--- src/rtl/alu_wide_sequencer_if.sv ---
`default_nettype none
// ============================================================================
// alu_wide_sequencer_if : request/result handshake plus 8-bit ALU drive bus
// Revision 1.0
// ============================================================================
interface alu_wide_sequencer_if;
  logic        start;
  logic [1:0]  op;
  logic [15:0] opa;
  logic [15:0] opb;
  logic [15:0] result;
  logic        carry_out;
  logic        zero;
  logic        busy;
  logic        done;
  logic [7:0]  alu_a;
  logic [7:0]  alu_b;
  logic [2:0]  alu_ctl;
  logic [7:0]  alu_y;
  logic        alu_ovf;
  logic        alu_zero;

  modport slave (
    input  start, op, opa, opb, alu_y, alu_ovf, alu_zero,
    output result, carry_out, zero, busy, done, alu_a, alu_b, alu_ctl
  );

  modport master (
    output start, op, opa, opb, alu_y, alu_ovf, alu_zero,
    input  result, carry_out, zero, busy, done, alu_a, alu_b, alu_ctl
  );
endinterface
`default_nettype wire

--- src/rtl/alu_wide_sequencer.sv ---
`default_nettype none
// ============================================================================
// alu_wide_sequencer : 16-bit add/sub/and/or built from byte-wide ALU passes
// Revision 1.0
// ============================================================================
module alu_wide_sequencer (
  input  wire logic             clk,
  input  wire logic             reset,
  alu_wide_sequencer_if.slave   bus
);

  typedef enum logic [2:0] {
    S_IDLE = 3'd0,
    S_LO   = 3'd1,
    S_HI   = 3'd2,
    S_FIX  = 3'd3,
    S_DONE = 3'd4
  } state_t;

  state_t      r_state;
  state_t      w_next;
  logic [15:0] r_a;
  logic [15:0] r_b;
  logic [1:0]  r_op;
  logic [15:0] r_result;
  logic        r_c0;
  logic        r_c1;
  logic        r_z0;
  logic        r_carry;
  logic        r_zero;
  logic [7:0]  w_alu_a;
  logic [7:0]  w_alu_b;
  logic [2:0]  w_alu_ctl;

  always_comb begin
    w_next    = r_state;
    w_alu_a   = 8'h00;
    w_alu_b   = 8'h00;
    w_alu_ctl = 3'b000;
    case (r_state)
      S_IDLE: if (bus.start) w_next = S_LO;
      S_LO: begin
        w_alu_a   = r_a[7:0];
        w_alu_b   = r_b[7:0];
        w_alu_ctl = {1'b0, r_op};
        w_next    = S_HI;
      end
      S_HI: begin
        w_alu_a   = r_a[15:8];
        w_alu_b   = r_b[15:8];
        w_alu_ctl = {1'b0, r_op};
        w_next    = r_op[1] ? S_DONE : S_FIX;
      end
      // Propagate the low-byte carry/borrow into the high byte.
      S_FIX: begin
        w_alu_a   = r_result[15:8];
        w_alu_b   = {7'b0, r_c0};
        w_alu_ctl = {2'b00, r_op[0]};
        w_next    = S_DONE;
      end
      S_DONE:  w_next = S_IDLE;
      default: w_next = S_IDLE;
    endcase
  end

  always_ff @(posedge clk) begin
    if (reset) begin
      r_state  <= S_IDLE;
      r_a      <= 16'h0000;
      r_b      <= 16'h0000;
      r_op     <= 2'b00;
      r_result <= 16'h0000;
      r_c0     <= 1'b0;
      r_c1     <= 1'b0;
      r_z0     <= 1'b0;
      r_carry  <= 1'b0;
      r_zero   <= 1'b0;
    end else begin
      r_state <= w_next;
      case (r_state)
        S_IDLE: begin
          if (bus.start) begin
            r_a  <= bus.opa;
            r_b  <= bus.opb;
            r_op <= bus.op;
          end
        end
        S_LO: begin
          r_result[7:0] <= bus.alu_y;
          r_c0          <= bus.alu_ovf;
          r_z0          <= bus.alu_zero;
        end
        // Flags are settled on the edge entering DONE so they are valid with done.
        S_HI: begin
          r_result[15:8] <= bus.alu_y;
          r_c1           <= bus.alu_ovf;
          if (r_op[1]) begin
            r_carry <= 1'b0;
            r_zero  <= r_z0 & bus.alu_zero;
          end
        end
        S_FIX: begin
          r_result[15:8] <= bus.alu_y;
          r_carry        <= r_c1 | bus.alu_ovf;
          r_zero         <= r_z0 & bus.alu_zero;
        end
        default: ;
      endcase
    end
  end

  assign bus.alu_a     = w_alu_a;
  assign bus.alu_b     = w_alu_b;
  assign bus.alu_ctl   = w_alu_ctl;
  assign bus.result    = r_result;
  assign bus.carry_out = r_carry;
  assign bus.zero      = r_zero;
  assign bus.busy      = (r_state != S_IDLE);
  assign bus.done      = (r_state == S_DONE);

endmodule
`default_nettype wire
--- src/flat_wrapper.sv ---
// flat-port wrapper written by rule: the top's interface ports become plain ports
module alu_wide_sequencer_flat 
  (clk, reset, bus_start, bus_op, bus_opa, bus_opb, bus_alu_y, bus_alu_ovf, bus_alu_zero, bus_result, bus_carry_out, bus_zero, bus_busy, bus_done, bus_alu_a, bus_alu_b, bus_alu_ctl);
  alu_wide_sequencer_if bus_i ();
  input  wire logic clk;
  input  wire logic reset;
  input wire logic [$bits(bus_i.start)-1:0] bus_start;
  input wire logic [$bits(bus_i.op)-1:0] bus_op;
  input wire logic [$bits(bus_i.opa)-1:0] bus_opa;
  input wire logic [$bits(bus_i.opb)-1:0] bus_opb;
  input wire logic [$bits(bus_i.alu_y)-1:0] bus_alu_y;
  input wire logic [$bits(bus_i.alu_ovf)-1:0] bus_alu_ovf;
  input wire logic [$bits(bus_i.alu_zero)-1:0] bus_alu_zero;
  output wire logic [$bits(bus_i.result)-1:0] bus_result;
  output wire logic [$bits(bus_i.carry_out)-1:0] bus_carry_out;
  output wire logic [$bits(bus_i.zero)-1:0] bus_zero;
  output wire logic [$bits(bus_i.busy)-1:0] bus_busy;
  output wire logic [$bits(bus_i.done)-1:0] bus_done;
  output wire logic [$bits(bus_i.alu_a)-1:0] bus_alu_a;
  output wire logic [$bits(bus_i.alu_b)-1:0] bus_alu_b;
  output wire logic [$bits(bus_i.alu_ctl)-1:0] bus_alu_ctl;
  assign bus_i.start = bus_start;
  assign bus_i.op = bus_op;
  assign bus_i.opa = bus_opa;
  assign bus_i.opb = bus_opb;
  assign bus_i.alu_y = bus_alu_y;
  assign bus_i.alu_ovf = bus_alu_ovf;
  assign bus_i.alu_zero = bus_alu_zero;
  assign bus_result = bus_i.result;
  assign bus_carry_out = bus_i.carry_out;
  assign bus_zero = bus_i.zero;
  assign bus_busy = bus_i.busy;
  assign bus_done = bus_i.done;
  assign bus_alu_a = bus_i.alu_a;
  assign bus_alu_b = bus_i.alu_b;
  assign bus_alu_ctl = bus_i.alu_ctl;
  alu_wide_sequencer u_core (.clk(clk), .reset(reset), .bus(bus_i));
endmodule
--- config.mk ---
export PLATFORM = sky130hd
export DESIGN_NAME = alu_wide_sequencer_flat
export DESIGN_NICKNAME = d
export VERILOG_FILES = /design/src/rtl/alu_wide_sequencer_if.sv /design/src/rtl/alu_wide_sequencer.sv /design/src/flat_wrapper.sv
export SDC_FILE = /design/constraint.sdc
export NUM_CORES = 1
export LEC_CHECK = 0
export CAP_MARGIN = 30
export CORE_ASPECT_RATIO = 0.75
export CORE_MARGIN = 2
export CORE_UTILIZATION = 42
export CTS_BUF_LIST = sky130_fd_sc_hd__clkbuf_2
export DETAILED_ROUTE_END_ITERATION = 7
export PLACE_DENSITY = 0.8
export SETUP_SLACK_MARGIN = 0.4
export SLEW_MARGIN = 20
export SYNTH_ARGS = -nofsm -noshare
export SYNTH_HDL_FRONTEND = slang
export SYNTH_SLANG_ARGS = --single-unit
--- constraint.sdc ---
create_clock -name clk -period 4 [get_ports clk]
set_input_delay 0.8 -clock clk [delete_from_list [all_inputs] [get_ports clk]]
set_output_delay 0.8 -clock clk [all_outputs]
set_load 0.01 [all_outputs]
==> flow_summary.ini, run 1 <==
[synth]
ys.flop_type = dfxtp_1
synth-seq-area-share_pct = 46.6
synth_cell_types = 30
yosysTopAreaCell = dfxtp_1
synth_edf_count = 0
async_flop_share_pct = 0
syn_area_per_cell_um2 = 7.98
yosysWarnings = 0
synth-seq-cells = 58
yosys-top-cells-area = dfxtp_1 47%, nand2_1 16%, a21oi_1 11%, a22oi_1 4.2%, mux2_2 3.2%
synth_top_cell_area_share_pct = 46.6
synth_area_um2 = 2490
synth.net_count = 359
syn-instance-count = 312

[worst_setup_path]
cp_max_fo = 12
cp-startpoint = u_core.r_state[0]$_SDFFE_PP0P_
worstSetupStartpointType = register
path_class = reg2out
cp.required_ps = 3200
reg2reg_from = u_core.r_state[0]$_SDFFE_PP0P_
cp-end-kind = primary output
reg2reg_slack_ps = 2090
arrival_ps = 2550

[final_layout]
drive_above_1_share_pct = 8.18
nFillCells = 535
final_common_cell = nand2_1
mostFrequentLayoutCells = 104 x nand2_1, 83 x clkdlybuf4s50_1, 58 x dfxtp_1, 57 x a21oi_1, 16 x nor2_1
antenna_cells = 0
area_growth_pct = 36.7
nets = 434

[die]
die_h_um = 70.7
core_um2 = 5770
fp.dieArea_um2 = 6570
die_w_um = 92.9
rows = 24
start_util_pct = 43.2
top_level_ports = 86

[power_and_ir_drop]
p_int_w = 0.000822
p_sw_w = 0.000352
power.leakage_nw = 1.26
p_clk_share_pct = 23.1
powerDensity_nw_per_um2 = 345
vdd_drop_max_mv = 0.193
switching_share_pct = 30.0
power.total_w = 0.00117
power_frac_comb_pct = 22.1
seqPwrFrac_pct = 54.8

[global_routing]
grt_start_max_net_pins = 59
grt_pass1_vias = 2308
antenna_found_initial = 0
grt_usage_pct = 20.0
grt-ovfl-total = 0
grt_pass1_wl_um = 10400

[route]
wl_met2_um = 2970
wl_met3_um = 482
ant_nets = 0
wire_per_inst_um = 13.8
viasPerCell = 5.09
highest_layer = met4
via_count = 2386
drt_iter0_markers = 102
met1_length_um = 2940
routed_wl_um = 6460
remaining_drc_errors = 0
drt_pass1_iterations = 4

[cts]
ctsHoldBuffers = 0
root_buffer = clkbuf_2
cts.clk_slew.worst_paths_ps = 150
cts_tree = yes
cts_setup_buffers = 0
clk_latency_ps = 470
clockBufferDepth = 2
cts.sinks = 58
cts_resized = 0
cts_max_level = 3
cts_made_buffers = 9

[sta]
slew_headroom_pct = 48.5
final-setup-viol-count = 0
finalHoldViolations = 0
final.setup.tns_ps = 0
rsz0062_at_grt = false
tightest_slew_ps = 771
fin_skew_ps = 16.7
period_share_pct = 83.8
max_freq_ghz = 0.298
worst_slack_ps = 649
drv_slew = 0
period_minus_slack_ps = 3350

[placed_design]
portBuffers = 84
dpl.hpwl_um = 4500
dp_slack_ps = 1190
place.gp.congestion = 0.770

[job]
drv_cap = 0

[worst_hold_path]
min_from = u_core.r_a[10]$_SDFFE_PP0P_
min_path_type = reg2reg

[outcome]
run_status = complete, no violations
-- Yosys cell counts, types with 3 or more instances --
cell type  count
mux2i_1        4
buf_8          3
mux2_2         7
a22oi_1       14
nand2_1      104
nor2_1        16
a21oi_1       57
buf_6          3
dfxtp_1       58
nor2b_1        3
clkbuf_1      12
buf_2          6
nor3_1         3
-- power by group through the flow --
stage,Combinational [W],Clock [W],Sequential (W)
finish,0.000260,0.000271,0.000643
global route,0.000285,0.000303,0.000648
CTS,0.000256,0.000275,0.000644
detailed placement,0.000254,0,0.000657
global placement,0.000250,0,0.000655
floorplan,0.000150,0,0.000653
-- worst max-delay path: stages, from the launching register on --
cell	delay, ps
dfxtp_1	600
nor2b_1	660
a22oi_1	140
nor2_1	140
clkdlybuf4s50_1	550
-- per-stage QoR --
stage	std cells	cell area [um^2]	hold slack, ps	utilization (%)
2_1_floorplan	312	2490	433	-
3_3_place_gp	452	3290	441	57.1
3_5_place_dp	452	3290	447	57.1
4_1_cts	467	3360	465	58.3
5_1_grt	469	3400	483	59.0
6_report	469	3400	464	59.0
-- flip-flops by register name, summed over array words and instances (netlist names) --
name                  flops
u_core.bus.carry_out      1
u_core.bus.result        16
u_core.bus.zero           1
u_core.r_a               16
u_core.r_b               16
u_core.r_c0               1
u_core.r_c1               1
u_core.r_op               2
u_core.r_state            3
u_core.r_z0               1
-- cell type report --
class / count / area, um^2 / area share, %
Sequential cell: 58 / 1160 / 34.1
Multi-Input combinational cell: 225 / 1150 / 33.8
Timing Repair Buffer: 91 / 916 / 26.9
Tap cell: 78 / 97.6 / 2.87
Clock buffer: 10 / 50.0 / 1.47
Clock inverter: 5 / 22.5 / 0.662
Inverter: 2 / 7.51 / 0.221
-- path summary, 6_finish.rpt --
kind                                       to  depth (start not counted)
hold / removal    u_core.r_a[10]$_SDFFE_PP0P_                          2
hold reg to reg   u_core.r_a[10]$_SDFFE_PP0P_                          2
setup reg to reg   u_core.r_a[2]$_SDFFE_PP0P_                          5
setup / recovery                 bus_alu_b[2]                          4
-- kinds of logic (layout without fill, tap and decap cells) --
kind of cell	after synthesis	after routing	share of synthesized area [%]
AO/OA/AOI/OAI	78	78	17.8
flip-flops	58	58	46.6
buffers and inverters	29	108	7.23
other	1	1	0.151
multiplexers	11	11	4.77
AND/OR/NAND/NOR	135	135	23.5
-- per-layer routing --
layer	track usage, %	vias to the layer above
met5	0	-
met3	8.09	8
met1	25.5	1104
met4	5.23	0
met2	32.0	86
li1	-	1188
Power figures use the tool's default switching activity.
==> inputs of run 2 (changes only) <==
--- a/config.mk
+++ b/config.mk
@@ -11,7 +11,7 @@
 export CORE_UTILIZATION = 42
 export CTS_BUF_LIST = sky130_fd_sc_hd__clkbuf_2
 export DETAILED_ROUTE_END_ITERATION = 7
-export PLACE_DENSITY = 0.8
+export PLACE_DENSITY = 0.83
 export SETUP_SLACK_MARGIN = 0.4
 export SLEW_MARGIN = 20
 export SYNTH_ARGS = -nofsm -noshare
==> constraint.sdc (replaced) <==
create_clock -name clk -period 3 [get_ports clk]
set_input_delay 0.6 -clock clk [delete_from_list [all_inputs] [get_ports clk]]
set_output_delay 0.6 -clock clk [all_outputs]
set_load 0.01 [all_outputs]
==> run 2 against run 1 <==
  * Count of clock-buffer cells in the layout decreased by 1
  * Utilization rose by 2.7 points
  * First-iteration DRC count increased by 0.98%
  * Largest cell class is now multi-input combinational cells
  * Wire length is 0.31% higher
  * Largest power group unchanged
  * Global-route usage is 1.2 points higher
  * Highest routed layer unchanged
  * Critical endpoint is now bus_alu_a[7]
  * Critical path depth up 1
  * Non-clock buffer count rose by 5
  * Design area rose by 4.5%
==> flow_summary.ini, run 2 (same netlist as run 1, synthesis figures left out) <==
[global_routing]
grt_pass1_vias = 2333
grt_pass1_wl_um = 11000
grt_usage_pct = 21.3
grt-ovfl-total = 0
grt_start_max_net_pins = 59
antenna_found_initial = 0

[route]
via_count = 2343
ant_nets = 0
remaining_drc_errors = 0
drt_pass1_iterations = 4
routed_wl_um = 6480
wire_per_inst_um = 13.6
drt_iter0_markers = 103
viasPerCell = 4.93

[die]
fp.dieArea_um2 = 6570
start_util_pct = 43.2
die_w_um = 92.9
rows = 24
top_level_ports = 86
die_h_um = 70.7
core_um2 = 5770

[sta]
rsz0062_at_grt = false
fin_skew_ps = 13.3
worst_slack_ps = 542
final-setup-viol-count = 0
max_freq_ghz = 0.407
finalHoldViolations = 0
period_share_pct = 81.9
slew_headroom_pct = 50.7
tightest_slew_ps = 739
final.setup.tns_ps = 0
period_minus_slack_ps = 2460
drv_slew = 0

[worst_setup_path]
worstSetupStartpointType = register
arrival_ps = 1860
cp-end-kind = primary output
reg2reg_slack_ps = 1260
path_class = reg2out
cp.required_ps = 2400
cp_max_fo = 12

[power_and_ir_drop]
power.leakage_nw = 1.44
power_frac_comb_pct = 20.7
seqPwrFrac_pct = 48.3
p_int_w = 0.00128
power.total_w = 0.00177
powerDensity_nw_per_um2 = 498
p_clk_share_pct = 31.0
switching_share_pct = 27.8
p_sw_w = 0.000492
vdd_drop_max_mv = 0.274

[cts]
clockBufferDepth = 2
root_buffer = clkbuf_2
cts_tree = yes
cts_made_buffers = 9
ctsHoldBuffers = 0
cts.clk_slew.worst_paths_ps = 160
clk_latency_ps = 490
cts_max_level = 3
cts.sinks = 58

[job]
drv_cap = 0

[final_layout]
nFillCells = 516
area_growth_pct = 42.8
nets = 439
antenna_cells = 0
mostFrequentLayoutCells = 104 x nand2_1, 65 x clkdlybuf4s50_1, 57 x a21oi_1, 55 x dfxtp_1, 16 x nor2_1
drive_above_1_share_pct = 11.3
final_common_cell = nand2_1

[placed_design]
dp_slack_ps = 651
portBuffers = 84
place.gp.congestion = 0.775
dpl.hpwl_um = 4410

[worst_hold_path]
min_path_type = reg2reg

[outcome]
run_status = complete, no violations
## run 2: cell types whose count changed in the layout (fill, tap and decap cells not counted), moves of 2 or more
cell / before / now
buf_12: 0 / 3
dfxtp_4: 0 / 2
a22oi_1: 14 / 11
clkdlybuf4s50_1: 83 / 65
dlymetal6s2s_1: 0 / 4
bufinv_16: 0 / 2
a22oi_2: 0 / 3
dfxtp_1: 58 / 55
clkinv_2: 3 / 1
buf_4: 5 / 7
dlygate4sd2_1: 0 / 12
## run 2: final cells by class
type	instances	area, um^2	share of cell area (%)
clock buffers	9	45.0	1.27
clock inverters	7	83.8	2.36
repair buffers	96	982	27.6
flip-flops and latches	58	1170	32.9
multi-input cells	225	1170	32.9
inverters	2	7.51	0.211
well taps	78	97.6	2.74
## run 2: routing by layer
layer | vias up | share of wire [%] | track usage, %
li1 | 1202 | - | -
met1 | 1060 | 46 | 27.6
met2 | 76 | 46 | 33.3
met3 | 5 | 7.1 | 8.84
met4 | 0 | 0.79 | 5.07
met5 | - | 0 | 0
## run 2: worst paths after layout
check / from / to / cells past startpoint
min: u_core.bus.result[7]$_SDFFE_PP0N_ / u_core.bus.result[7]$_SDFFE_PP0N_ / 2
min reg2reg: u_core.bus.result[7]$_SDFFE_PP0N_ / u_core.bus.result[7]$_SDFFE_PP0N_ / 2
max: u_core.r_state[1]$_SDFFE_PP0P_ / bus_alu_a[7] / 5
max reg2reg: u_core.r_state[2]$_SDFFE_PP0P_ / u_core.r_op[1]$_SDFFE_PP0P_ / 4
## run 2: stage by stage
stage                     util, %  hold slack [ps]  cells  area (um^2)
after floorplan                 -              433    312         2490
after global placement       57.3              439    454         3300
after detailed placement     57.3              447    454         3300
after CTS                    60.9              467    473         3510
after global routing         61.7              451    475         3560
final                        61.7              464    475         3560
## run 2: power groups by stage
stage / logic [W] / registers, W / clock network (W)
after floorplan: 0.000200 / 0.000870 / 0
after global placement: 0.000339 / 0.000867 / 0
after detailed placement: 0.000345 / 0.000870 / 0
after CTS: 0.000362 / 0.000856 / 0.000556
after global routing: 0.000405 / 0.000864 / 0.000590
final: 0.000367 / 0.000856 / 0.000549
## run 2: repair_timing
action | CTS | global route
buffers inserted | 2 | 1
resized for setup | 28 | 10
endpoints found under the setup margin | 18 | 8
gates cloned | 1 | 0
## run 2: critical path, cell delays in order (launching register included)
cell and delay [ps]:
dfxtp_4 400, buf_12 130, mux2_2 340, a22oi_1 170
nor2_1 50, dlygate4sd2_1 280
